[src/rtl/tone_freq_detector.sv]
// Tone frequency detector: measures the zero-crossing period of a sampled tone with hysteresis,
// then divides 2^PHASE_WIDTH by that period to produce the matching DDS tuning word.
`timescale 1ns/1ps
module tone_freq_detector #(
  parameter int PHASE_WIDTH  = 32,
  parameter int DATA_WIDTH   = 16,
  parameter int PERIOD_WIDTH = 24,
  parameter int HYST         = 256
) (
  input  logic                    clk,
  input  logic                    rst_active_low,
  input  logic [DATA_WIDTH-1:0]   sample_in,
  input  logic                    sample_valid,
  output logic [PERIOD_WIDTH-1:0] period_out,
  output logic [PHASE_WIDTH-1:0]  freq_word_out,
  output logic                    result_valid,
  output logic                    busy,
  output logic                    overrun,
  output logic                    timeout
);
  localparam int                            ITER_W     = $clog2(PHASE_WIDTH + 2);
  localparam logic [ITER_W-1:0]             ITER_LOAD  = ITER_W'(PHASE_WIDTH + 1);
  localparam logic [PERIOD_WIDTH-1:0]       COUNT_LAST = {{(PERIOD_WIDTH-1){1'b1}}, 1'b0};
  localparam logic signed [DATA_WIDTH-1:0]  NEG_HYST   = DATA_WIDTH'(-HYST);

  typedef enum logic {SEEK, TRACK} meas_state_t;
  typedef enum logic [1:0] {DIV_IDLE, DIV_RUN, DIV_DONE} div_state_t;

  meas_state_t             r_meas;
  div_state_t              r_div;
  logic                    r_armed;
  logic [PERIOD_WIDTH-1:0] r_count;
  logic                    r_overrun;
  logic                    r_timeout;
  logic                    r_busy;
  logic                    r_result_valid;
  logic [ITER_W-1:0]       r_iter;
  logic [PERIOD_WIDTH:0]   r_rem;
  logic [PHASE_WIDTH-1:0]  r_quot;
  logic [PERIOD_WIDTH-1:0] r_divisor;
  logic [PERIOD_WIDTH-1:0] r_period_out;
  logic [PHASE_WIDTH-1:0]  r_freq_out;

  logic                    w_below;
  logic                    w_cross;
  logic                    w_start;
  logic                    w_dividend_bit;
  logic                    w_ge;
  logic [PERIOD_WIDTH:0]   w_rem_shift;
  logic [PERIOD_WIDTH:0]   w_rem_sub;

  assign w_below = $signed(sample_in) < NEG_HYST;
  assign w_cross = sample_valid & r_armed & ~sample_in[DATA_WIDTH-1];
  assign w_start = w_cross & (r_meas == TRACK) & ~r_busy;

  // Dividend is a single 1 followed by PHASE_WIDTH zeros; it enters on the first iteration only.
  assign w_dividend_bit = (r_iter == ITER_LOAD);
  assign w_rem_shift    = {r_rem[PERIOD_WIDTH-1:0], w_dividend_bit};
  assign w_ge           = r_rem[PERIOD_WIDTH] | (w_rem_shift >= {1'b0, r_divisor});
  assign w_rem_sub      = w_rem_shift - {1'b0, r_divisor};

  always_ff @(posedge clk or negedge rst_active_low) begin
    if (!rst_active_low) begin
      r_meas    <= SEEK;
      r_armed   <= 1'b0;
      r_count   <= '0;
      r_overrun <= 1'b0;
      r_timeout <= 1'b0;
    end else begin
      r_overrun <= 1'b0;
      r_timeout <= 1'b0;
      if (sample_valid) begin
        if (w_cross) begin
          r_armed <= 1'b0;
        end else if (w_below) begin
          r_armed <= 1'b1;
        end
        case (r_meas)
          SEEK: begin
            if (w_cross) begin
              r_meas  <= TRACK;
              r_count <= PERIOD_WIDTH'(1);
            end
          end
          TRACK: begin
            if (w_cross) begin
              r_count <= PERIOD_WIDTH'(1);
              if (r_busy) r_overrun <= 1'b1;
            end else if (r_count == COUNT_LAST) begin
              // Count would saturate: give up on this tone and re-acquire.
              r_timeout <= 1'b1;
              r_meas    <= SEEK;
              r_armed   <= 1'b0;
              r_count   <= '0;
            end else begin
              r_count <= r_count + 1'b1;
            end
          end
        endcase
      end
    end
  end

  always_ff @(posedge clk or negedge rst_active_low) begin
    if (!rst_active_low) begin
      r_div          <= DIV_IDLE;
      r_busy         <= 1'b0;
      r_result_valid <= 1'b0;
      r_iter         <= '0;
      r_rem          <= '0;
      r_quot         <= '0;
      r_divisor      <= '0;
      r_period_out   <= '0;
      r_freq_out     <= '0;
    end else begin
      r_result_valid <= 1'b0;
      case (r_div)
        DIV_IDLE, DIV_DONE: begin
          if (w_start) begin
            r_div     <= DIV_RUN;
            r_busy    <= 1'b1;
            r_iter    <= ITER_LOAD;
            r_rem     <= '0;
            r_quot    <= '0;
            r_divisor <= r_count;
          end else begin
            r_div <= DIV_IDLE;
          end
        end
        DIV_RUN: begin
          if (r_iter != '0) begin
            r_rem  <= w_ge ? w_rem_sub : w_rem_shift;
            r_quot <= {r_quot[PHASE_WIDTH-2:0], w_ge};
            r_iter <= r_iter - 1'b1;
          end else begin
            r_div          <= DIV_DONE;
            r_busy         <= 1'b0;
            r_result_valid <= 1'b1;
            r_period_out   <= r_divisor;
            r_freq_out     <= r_quot;
          end
        end
        default: r_div <= DIV_IDLE;
      endcase
    end
  end

  assign period_out    = r_period_out;
  assign freq_word_out = r_freq_out;
  assign result_valid  = r_result_valid;
  assign busy          = r_busy;
  assign overrun       = r_overrun;
  assign timeout       = r_timeout;

endmodule

[config.mk]
export PLATFORM = sky130hd
export DESIGN_NAME = tone_freq_detector
export DESIGN_NICKNAME = d
export VERILOG_FILES = /design/src/rtl/tone_freq_detector.sv
export SDC_FILE = /design/constraint.sdc
export NUM_CORES = 1
export LEC_CHECK = 0
export BUFFER_PORTS_ARGS = -buffer_cell sky130_fd_sc_hd__clkbuf_2
export CAP_MARGIN = 25
export CORE_UTILIZATION = 40
export CTS_BUF_LIST = sky130_fd_sc_hd__clkbuf_4 sky130_fd_sc_hd__clkbuf_8
export DETAILED_ROUTE_END_ITERATION = 8
export PLACE_DENSITY_LB_ADDON = 0.05
export SLEW_MARGIN = 20
export SYNTH_ARGS = -nofsm -noshare
export SYNTH_HDL_FRONTEND = slang
export SYNTH_SLANG_ARGS = --single-unit
[constraint.sdc]
create_clock -name clk -period 2.7 [get_ports clk]
set_clock_uncertainty 0.2 [all_clocks]
set_input_delay 0.135 -clock clk [delete_from_list [all_inputs] [get_ports clk]]
set_output_delay 0.135 -clock clk [all_outputs]
set_load 0.01 [all_outputs]
==> results of run 1 <==
## metal layers
metal  track usage [%]  routed length, um  part of all wire [%]  up-vias
li1                  -                  -                     -     3525
met1              29.8              10700                    50     3423
met2              33.3              10100                    47      104
met3              3.24                584                   2.7       10
met4              4.79                159                  0.74        0
met5                 0                  0                     0        -
## sequential cells by signal (all words and copies together) (netlist names)
name / cells
timeout: 1
r_armed: 1
r_count: 24
period_out: 24
r_iter: 6
r_quot: 32
freq_word_out: 32
result_valid: 1
overrun: 1
busy: 1
r_rem: 25
r_meas: 1
r_div: 2
r_divisor: 24
## critical path: stages (launching register included)
cell and delay (ns):
sky130_fd_sc_hd__dfrtp_1 0.42, sky130_fd_sc_hd__nor3_4 0.25, sky130_fd_sc_hd__nand3_4 0.11, sky130_fd_sc_hd__ha_4 0.19, sky130_fd_sc_hd__fa_2 0.38, sky130_fd_sc_hd__nor2b_4 0.13
sky130_fd_sc_hd__o31a_1 0.21, sky130_fd_sc_hd__o21a_2 0.17, sky130_fd_sc_hd__a21oi_2 0.08, sky130_fd_sc_hd__a21oi_2 0.18, sky130_fd_sc_hd__o21ai_1 0.08, sky130_fd_sc_hd__a21boi_1 0.16
sky130_fd_sc_hd__mux2i_1 0.19, sky130_fd_sc_hd__nand3_1 0.09
## layout by cell type, fill, tap and decap left out, drive strengths merged, types with 3 or more instances in the layout
cell,count
nand4,10
a21boi,3
xor2,24
a21o,15
dfrtp,175
a211oi,3
nor4b,3
nand2b,5
nand3,59
o21a,9
and2,4
o21ai,81
nand2,252
clkbuf,88
a22o,3
and3,10
a32oi,4
a21oi,37
inv,38
and4,4
mux2i,6
ha,29
buf,131
nor2b,6
o211ai,3
xnor2,14
o31ai,3
dlygate4sd3,5
nor3,10
clkinv,4
a31oi,5
nor4,3
nor2,47
## power by group through the flow
stage	clock network (mW)	registers, mW	logic [mW]
global route	2.05	2.68	0.175
floorplan	0	2.72	0.0588
detailed placement	0	2.73	0.153
CTS	1.97	2.68	0.158
global placement	0	2.73	0.153
finish	1.90	2.68	0.151
## final cells by class
cell class	instances	area, um^2	share of cell area (%)
sequential	175	4380	40.0
multi-input combinational	680	4120	37.7
timing repair buffer	207	1570	14.4
tap	270	338	3.09
clock buffer	18	248	2.26
clock inverter	14	164	1.50
inverter	31	116	1.06
## final timing paths
path / cells past startpoint / to
worst max-delay path: 13 / r_rem[22]$_DFFE_PN0P_
worst min-delay path: 2 / period_out[11]$_DFFE_PN0P_
worst max register to register: 13 / r_rem[22]$_DFFE_PN0P_
worst min register to register: 2 / freq_word_out[3]$_DFFE_PN0P_
max in group asynchronous: 3 / freq_word_out[13]$_DFFE_PN0P_
min in group clk: 4 / r_armed$_DFFE_PN0P_
## kinds of logic after synthesis
kind of cell    share of synthesized area [%]
fa+ha+maj                                4.51
xor+xnor                                 3.92
buf+inv                                  3.64
mux                                      1.02
compound gates                           13.5
flops                                    51.6
simple gates                             21.9
## repair_timing
action | 4_1_cts | 5_1_grt
gates cloned | 3 | 1
setup buffers | 17 | 5
endpoints found under the setup margin | 26 | 48
resized for setup | 52 | 28
hold buffers | 5 | 0
hold endpoints to repair | 182 | 0
pin swaps | 35 | 21
==> results.ini, run 1 <==
[yosys]
number_of_synthesized_register_bits = 175
netlist_top_cells_count = 251 x sky130_fd_sc_hd__nand2_1, 175 x sky130_fd_sc_hd__dfrtp_1, 69 x sky130_fd_sc_hd__o21ai_0
yosys.area.top_type_share_pct = 51.6
top_cells_by_area_synth = sky130_fd_sc_hd__dfrtp_1 52%, sky130_fd_sc_hd__nand2_1 11%, sky130_fd_sc_hd__ha_1 4.3%
yosysTopAreaCell = sky130_fd_sc_hd__dfrtp_1
synth-warning-count = 0
mappedNetlistArea_um2 = 8490
synth.lib_cells_used.distinct = 72
synth-edff-count = 0
ys_seq_area_share_pct = 51.6
asyncSetResetFlopFracSynth_pct = 100
synth.most_common_cell = sky130_fd_sc_hd__nand2_1
synth-main-ff-cell = sky130_fd_sc_hd__dfrtp_1
mappedNetlistNets = 980
synthCells = 931
avgSynthCellArea_um2 = 9.12

[setup_path]
critPathArrivalTime_ns = 3.10
setup.reg_to_reg.worst_slack_ns = -0.25
cp.required_ns = 2.84
critPathMaxFanout = 2
reg2reg_from = r_iter[4]$_DFFE_PN0P_
crit_path_start = r_iter[4]$_DFFE_PN0P_
critical_path_type = flip-flop to flip-flop
crit_path_start_kind = flip-flop
worstSetupEndpointType = flip-flop

[sta]
min_period_ns = 2.95
worst_slew_pin_slew_ns = 0.594
timing.final.max_slew_violations = 0
fin_crit_sh_pct = 109
setup_viol = 23
slew-limit-headroom_pct = 60.4
hold_ws_ns = -0.00365
unrepaired_setup_endpoints_after_global_routing = true
setup_tns_ns = -3.13
maxClockFrequency_mhz = 338
fin_ws_ns = -0.255
final_hold_viol_count = 2

[clocking]
ctsRootBufferMaster = sky130_fd_sc_hd__clkbuf_8
numClockSinks = 175
ctsLongestPathBuffers = 2
insertion_delay_ns = 0.46
tritoncts = yes
clock_pin_slew_of_the_registers_on_the_worst_case_setup_and_hold_paths_ns = 0.10
tritoncts.num_buffers = 17
ctsHtreeMaxLevel = 4

[route]
drc_errors = 0
dr.first_iter.drc_count = 421
routedWlPerCell_um = 15.5
drt-pass1-iter-count = 5
route.antenna.remaining_nets = 0
routed_wl_mm = 21.6
vias_per_cell = 5.06
route.vias.total = 7062

[placed_design]
globalplace.congestion = 0.851
place_hpwl_mm = 14.5
placement.io_buffers = 70
placed_cells_incl_taps = 1334
placedInstanceArea_um2 = 9890
pre_cts_slack_ns = -0.351

[finish]
postLayoutCellArea_um2 = 10900
layout.filler_cells = 1942
syn2layout_area_growth_pct = 28.8
post_route_cells_drive_above_1_share_pct = 26.7
insertedDiodeCount = 0
layout.cells.non_filler = 1395
final_core_utilization_pct = 53.4
final_net_count = 1161

[global_route]
global_route.usage.total_pct = 20.9
globalRoute.totalOverflow = 0
grt_pass1_vias = 7069
grt_max_degree = 82
initial_antenna_violation_count = 0
grt_first_pass_wirelength_mm = 36.0

[pwr]
ir_drop_mv = 0.389
power.density_cell_area_nw_per_um2 = 433
pwr-share-clk_pct = 40.2
leakage_power_figure_nw = 5.40
totalPowerFinal_mw = 4.73
seqPwrFrac_pct = 56.6
intPower_mw = 3.50
p_switching_mw = 1.23
net_switching_fraction_of_the_power_pct = 26.0
comb_power_share_pct = 3.2

[die]
die_y_um = 148
fp.dieW_um = 148
die_area_um2 = 21800
std_cell_rows = 52
boundaryPins = 79
core_area_um2 = 20500
initial_core_util_pct = 41.4

[outcome]
failed_checks = hold timing, setup timing
run_status = finished, violations left

[min_path]
timing.hold.worst.class = primary input to asynchronous set/reset pin

[run]
drv.max_cap_violation_count = 0

Note: power is estimated with default switching activity, not from simulation.
==> run 2: changes to the inputs <==
- CTS_CLUSTER_SIZE: default -> 8
- RECOVER_POWER: default -> 25
==> run 2 against run 1 <==
The flow finishes with violations (capacitance limit, slew limit, setup timing); clock power hardly changed; final cell count stayed put; via count hardly changed; final area is 0.32% lower; register-to-register slack better by 0.02 ns; flip-flop and latch count stayed put; highest routed layer unchanged; largest cell class unchanged; combinational power is 5% lower; critical endpoint unchanged; clock-buffer cell count stayed put; global-route usage stayed put; maximum frequency is 0.54% higher; non-clock buffer count stayed put.
==> results.ini, run 2 (synthesis results as in run 1) <==
[outcome]
run_status = finished, violations left
failed_checks = capacitance limit, slew limit, setup timing

[global_route]
initial_antenna_violation_count = 0  ; unchanged
grt_most_used_layer = met2
globalRoute.totalOverflow = 0  ; unchanged
grt.met3_usage_pct = 3.24  ; unchanged
grt_first_pass_wirelength_mm = 36.0  ; unchanged
groute.layer.met1.usage_pct = 29.8  ; unchanged
grt_max_degree = 82  ; unchanged
grt_pass1_vias = 7069  ; unchanged
global_route.usage.total_pct = 20.9  ; unchanged
use_met2_pct = 33.3  ; unchanged

[route]
routed_wl_mm = 21.6  ; -0.28%
route.antenna.remaining_nets = 0  ; unchanged
dr.first_iter.drc_count = 415  ; -1.4%
routedWlPerCell_um = 15.4  ; -0.28%
drc_errors = 0  ; unchanged
vias_per_cell = 5.06  ; about the same
route.vias.total = 7065  ; +0.042%
drt-pass1-iter-count = 4  ; -1

[finish]
syn2layout_area_growth_pct = 28.4
final_net_count = 1161  ; unchanged
postLayoutCellArea_um2 = 10900  ; -0.32%
layout_commonest_cell = sky130_fd_sc_hd__nand2_1
insertedDiodeCount = 0  ; unchanged
final_cell_mix = 248 x sky130_fd_sc_hd__nand2_1, 175 x sky130_fd_sc_hd__dfrtp_1, 113 x sky130_fd_sc_hd__buf_4, 70 x sky130_fd_sc_hd__clkbuf_2, 58 x sky130_fd_sc_hd__nand3_1
layout.filler_cells = 1944  ; +0.10%
post_route_cells_drive_above_1_share_pct = 26.6  ; -0.089 points

[clocking]
insertion_delay_ns = 0.46  ; about the same
clock_pin_slew_of_the_registers_on_the_worst_case_setup_and_hold_paths_ns = 0.10  ; about the same
numClockSinks = 175  ; unchanged
ctsLongestPathBuffers = 2  ; unchanged
tritoncts.num_buffers = 17  ; unchanged
tritoncts = yes
ctsRootBufferMaster = sky130_fd_sc_hd__clkbuf_8
ctsHtreeMaxLevel = 4  ; unchanged

[sta]
fin_ws_ns = -0.239  ; +0.0158 ns
fin_crit_sh_pct = 109  ; -0.59 points
min_period_ns = 2.94  ; -0.0158 ns
setup_viol = 23  ; unchanged
timing.final.max_slew_violations = 32  ; +32
unrepaired_setup_endpoints_after_global_routing = true
setup_tns_ns = -3.08  ; +0.0411 ns
maxClockFrequency_mhz = 340  ; +0.54%
slew-limit-headroom_pct = -0.113  ; -60 points
worst_slew_pin_slew_ns = 1.50  ; +0.907 ns
final_hold_viol_count = 0  ; -2

[die]
std_cell_rows = 52  ; unchanged
boundaryPins = 79  ; unchanged
die_area_um2 = 21800  ; unchanged
core_area_um2 = 20500  ; unchanged
die_y_um = 148  ; unchanged
fp.dieW_um = 148  ; unchanged
initial_core_util_pct = 41.4  ; unchanged

[setup_path]
critPathMaxFanout = 2  ; unchanged
worst_path_most_repeated_cell = sky130_fd_sc_hd__a21oi_2
worstSetupEndpointType = flip-flop
crit_path_start = r_iter[4]$_DFFE_PN0P_
max_stage_delay_ns = 0.42  ; about the same
cp.required_ns = 2.85  ; about the same
reg2reg_from = r_iter[4]$_DFFE_PN0P_
critPathArrivalTime_ns = 3.08  ; -0.02 ns
timing.critical_path.cells = nor3_4 > nand3_4 > ha_4 > fa_2 > nor2b_4 > o31a_1 > o21a_2 > a21oi_2 > a21oi_2 > o21ai_1 > a21boi_1 > mux2i_1 > nand3_1
critPathSlowestCell = sky130_fd_sc_hd__dfrtp_1
crit_path_start_kind = flip-flop
critical_path_type = flip-flop to flip-flop

[placed_design]
globalplace.congestion = 0.851  ; unchanged
place_hpwl_mm = 14.5  ; unchanged
placement.io_buffers = 70  ; unchanged
placedInstanceArea_um2 = 9890  ; unchanged

[pwr]
power.density_cell_area_nw_per_um2 = 433  ; +0.12%
leakage_power_figure_nw = 5.39  ; -0.28%
ir_drop_mv = 0.388  ; -0.30%

[min_path]
holdCritStartpoint = sample_in[15]
timing.hold.worst.class = primary input to flip-flop

[run]
drv.max_cap_violation_count = 1  ; +1

==> run 2: stage by stage <==
stage	instances	total power, mW	utilization, %	hold WS [ns]	setup slack, ns
4_1_cts	1390	4.81	52.5	0.00356	-0.218
3_3_place_gp	1334	2.88	48.2	-0.0353	-0.244
2_1_floorplan	931	2.78	-	-0.361	-0.0908
5_1_grt	1395	4.91	53.2	0.254	-0.366
6_report	1395	4.72	53.2	0.255	-0.239
3_5_place_dp	1334	2.88	48.2	-0.0401	-0.351
==> run 2: area by class of cell <==
cell class / count / area, um^2 / area share, %
Sequential cell: 175 / 4380 / 40.2
Clock inverter: 14 / 164 / 1.50
Clock buffer: 18 / 248 / 2.27
Timing Repair Buffer: 207 / 1540 / 14.1
Tap cell: 270 / 338 / 3.10
Inverter: 31 / 116 / 1.07
Multi-Input combinational cell: 680 / 4120 / 37.8
==> run 2: final timing paths <==
kind	end	slack (ns)	cells past startpoint
setup / recovery	r_rem[22]$_DFFE_PN0P_	-0.24	13
hold / removal	r_armed$_DFFE_PN0P_	0.26	4
setup reg to reg	r_rem[22]$_DFFE_PN0P_	-0.24	13
hold reg to reg	freq_word_out[3]$_DFFE_PN0P_	0.28	2
max in group asynchronous	r_quot[0]$_DFFE_PN0P_	0.54	3
min in group asynchronous	period_out[11]$_DFFE_PN0P_	0.34	2
==> run 2: power breakdown <==
| group | total, mW | switching (mW) | internal, mW |
|---|---|---|---|
| sequential | 2.68 | 0.0346 | 2.64 |
| combinational | 0.144 | 0.0969 | 0.0466 |
| clock | 1.90 | 1.09 | 0.808 |
==> run 2: critical path, delay by kind of cell (launching register included) <==
family | cells | cell delay (ns)
AND/OR/NAND/NOR | 4 | 0.57
AO/OA/AOI/OAI | 6 | 0.88
multiplexers | 1 | 0.19
flip-flops | 1 | 0.42
adder cells (fa/ha/maj) | 2 | 0.57
==> run 2: timing repair <==
| action | 4_1_cts | 5_1_grt |
|---|---|---|
| endpoints found under the hold margin | 182 | 0 |
| endpoints found under the setup margin | 26 | 48 |
| hold buffers | 5 | 0 |
| pin swaps | 35 | 21 |
| resized for setup | 52 | 28 |
| cloned | 3 | 1 |
| setup buffers | 17 | 5 |
==> run 2: routing by layer <==
metal / wire, um / vias up / share of wire, %
li1: - / 3528 / -
met2: 10100 / 104 / 47
met1: 10600 / 3423 / 49
met3: 669 / 10 / 3.1
met4: 159 / 0 / 0.74
met5: 0 / - / 0
==> run 3: changes to the inputs <==
- BUFFER_PORTS_ARGS: -buffer_cell sky130_fd_sc_hd__clkbuf_2 -> -buffer_cell sky130_fd_sc_hd__buf_2
- clock period: 2.7 -> 2.37 ns (I/O delays scaled with it)
==> run 3 against run 2 <==
Non-clock buffer count is 43 higher; maximum frequency about the same; die area unchanged; clock-buffer cell count fell by 1; flip-flop and latch count did not move; the flow finishes with violations (setup timing); power up 15%; sequential share of layout area is 0.87 points lower; largest cell class unchanged.
==> results.ini, run 3 (synthesis results as in run 1) <==
[sta]
timing.final.max_slew_violations = 0  ; -100%
min_period_ns = 2.94  ; +0.000767 ns
worst_slew_pin_slew_ns = 0.882  ; -0.620 ns
final_hold_viol_count = 0  ; unchanged
setup_viol = 26  ; +13%
maxClockFrequency_mhz = 340  ; about the same
fin_crit_sh_pct = 124  ; +15 points
hold_ws_ns = 0.255  ; +0.0000440 ns
unrepaired_setup_endpoints_after_global_routing = true
fin_ws_ns = -0.570  ; -0.331 ns
slew-limit-headroom_pct = 41.2  ; +41 points

[route]
vias_per_cell = 4.95  ; -2.2%
route.antenna.remaining_nets = 0  ; unchanged
drc_errors = 0  ; unchanged
routedWlPerCell_um = 14.8  ; -4.2%
routed_wl_mm = 21.3  ; -1.3%
drt-pass1-iter-count = 4  ; unchanged
route.vias.total = 7119  ; +0.76%
dr.first_iter.drc_count = 375  ; -9.6%

[setup_path]
worstSetupEndpointType = flip-flop
crit_path_start_kind = flip-flop
critPathArrivalTime_ns = 3.09  ; about the same
critical_path_type = flip-flop to flip-flop
critPathSlowestCell = sky130_fd_sc_hd__dfrtp_1
worst_path_dominant_cell_family = compound AO/OA/AOI/OAI gates
cp.required_ns = 2.52  ; -0.33 ns
worst-path-buf-inv = 3  ; +3
critPathMaxFanout = 6  ; +4
max_stage_delay_ns = 0.40  ; -0.02 ns
timing.critical_path.cells = ha_2 > nand3_4 > ha_4 > nor2b_4 > o31ai_4 > a211oi_2 > buf_4 > o21a_1 > or2_1 > a31oi_4 > buf_6 > buf_8 > mux2i_1 > o21ai_1

[die]
std_cell_rows = 52  ; unchanged
initial_core_util_pct = 41.4  ; unchanged
boundaryPins = 79  ; unchanged
fp.dieW_um = 148  ; unchanged
die_y_um = 148  ; unchanged
die_area_um2 = 21800  ; unchanged
core_area_um2 = 20500  ; unchanged

[finish]
syn2layout_area_growth_pct = 31.3
insertedDiodeCount = 0  ; unchanged
post_route_cells_drive_above_1_share_pct = 28.5  ; +1.9 points
final_core_utilization_pct = 54.4  ; +1.2 points
final_net_count = 1204  ; +3.7%
postLayoutCellArea_um2 = 11100  ; +2.2%
final_cell_mix = 249 x sky130_fd_sc_hd__nand2_1, 175 x sky130_fd_sc_hd__dfrtp_1, 155 x sky130_fd_sc_hd__buf_4, 68 x sky130_fd_sc_hd__buf_2, 58 x sky130_fd_sc_hd__nand3_1
layout_commonest_cell = sky130_fd_sc_hd__nand2_1

[global_route]
grt_pass1_vias = 7071  ; +0.028%
grt_max_degree = 65  ; -21%
grt_first_pass_wirelength_mm = 36.2  ; +0.48%
initial_antenna_violation_count = 0  ; unchanged
globalRoute.totalOverflow = 0  ; unchanged
global_route.usage.total_pct = 21.0  ; +0.15 points

[min_path]
timing.hold.worst.class = primary input to flip-flop

[placed_design]
globalplace.congestion = 0.840  ; -1.3%
place_hpwl_mm = 15.2  ; +4.8%
placedInstanceArea_um2 = 10300  ; +4.4%
placement.io_buffers = 70  ; unchanged

[pwr]
totalPowerFinal_mw = 5.45  ; +15%
ir_drop_mv = 0.421  ; +8.6%
power.density_cell_area_nw_per_um2 = 489  ; +13%
leakage_power_figure_nw = 5.67  ; +5.3%

[clocking]
ctsRootBufferMaster = sky130_fd_sc_hd__clkbuf_8
tritoncts.num_buffers = 17  ; unchanged
ctsLongestPathBuffers = 2  ; unchanged
tritoncts = yes
clock_pin_slew_of_the_registers_on_the_worst_case_setup_and_hold_paths_ns = 0.10  ; about the same
ctsHtreeMaxLevel = 4  ; unchanged
numClockSinks = 175  ; unchanged
insertion_delay_ns = 0.47  ; about the same

[run]
drv.max_cap_violation_count = 0  ; -1

[outcome]
run_status = finished, violations left
failed_checks = setup timing

[run 3: cell count changes in the layout (fill, tap and decap cells not counted), moves of 3 or more]
cell	delta
sky130_fd_sc_hd__a32oi_1	+3
sky130_fd_sc_hd__a32oi_2	-3
sky130_fd_sc_hd__buf_2	+68
sky130_fd_sc_hd__buf_4	+42
sky130_fd_sc_hd__clkbuf_2	-69
sky130_fd_sc_hd__ha_4	-3
[run 3: final timing paths]
check                                              start                            end  slack (ns)  cells after the start
max in group asynchronous                 rst_active_low          r_rem[24]$_DFFE_PN0P_        0.36                      4
min reg2reg                freq_word_out[17]$_DFFE_PN0P_  freq_word_out[17]$_DFFE_PN0P_        0.28                      2
min in group asynchronous                 rst_active_low       r_divisor[7]$_DFFE_PN0P_        0.80                      4
min                                        sample_in[15]            r_armed$_DFFE_PN0P_        0.26                      4
max reg2reg                        r_iter[0]$_DFFE_PN0P_          r_rem[14]$_DFFE_PN0P_       -0.57                     14
max                                r_iter[0]$_DFFE_PN0P_          r_rem[14]$_DFFE_PN0P_       -0.57                     14
[run 3: where the power goes]
part           internal, mW  leakage, nW  total [mW]  switching, mW
Sequential             3.01         1.99        3.04         0.0253
Combinational        0.0721         3.47       0.198          0.126
Clock                 0.912        0.215        2.21           1.30
[run 3: cell type report]
| cell class | count | area, um^2 |
|---|---|---|
| clock buffer | 17 | 234 |
| clock inverter | 15 | 189 |
| fill | 1983 | 9350 |
| inverter | 31 | 116 |
| multi-input combinational | 680 | 4070 |
| sequential | 175 | 4380 |
| tap | 270 | 338 |
| timing repair buffer | 250 | 1820 |
[run 3: metrics by stage]
stage               setup WS (ns)  instances  TNS, ns
floorplan                  -0.420        931    -4.79
global placement           -0.505       1384   -10.73
detailed placement         -0.591       1384   -11.90
CTS                        -0.544       1425   -12.57
global route               -0.756       1438   -16.54
finish                     -0.570       1438   -13.13
[run 3: worst reg2reg max path, delay by kind of cell, from the launching register on]
kind,cells,cell delay (ns)
adder cells (fa/ha/maj),2,0.36
buffers and inverters,3,0.44
AND/OR/NAND/NOR,3,0.36
flip-flops,1,0.40
multiplexers,1,0.18
AO/OA/AOI/OAI,5,0.89
[run 3: repair_timing]
item | CTS | global route
endpoints found under the setup margin | 36 | 48
pin swaps | 5 | 21
hold buffers | 7 | 0
setup buffers | 2 | 13
hold endpoints to repair | 182 | 0
gates resized for setup | 8 | 52
cloned | 0 | 2
[run 3: routing by layer]
metal  vias to the layer above  part of all wire, %  routed length, um  GRT usage [%]
met2                        93                   46               9710           32.0
met4                         0                 0.78                167           5.10
li1                       3614                    -                  -              -
met3                        12                  3.6                772           3.33
met5                         -                    0                  0              0
met1                      3400                   50              10600           31.2
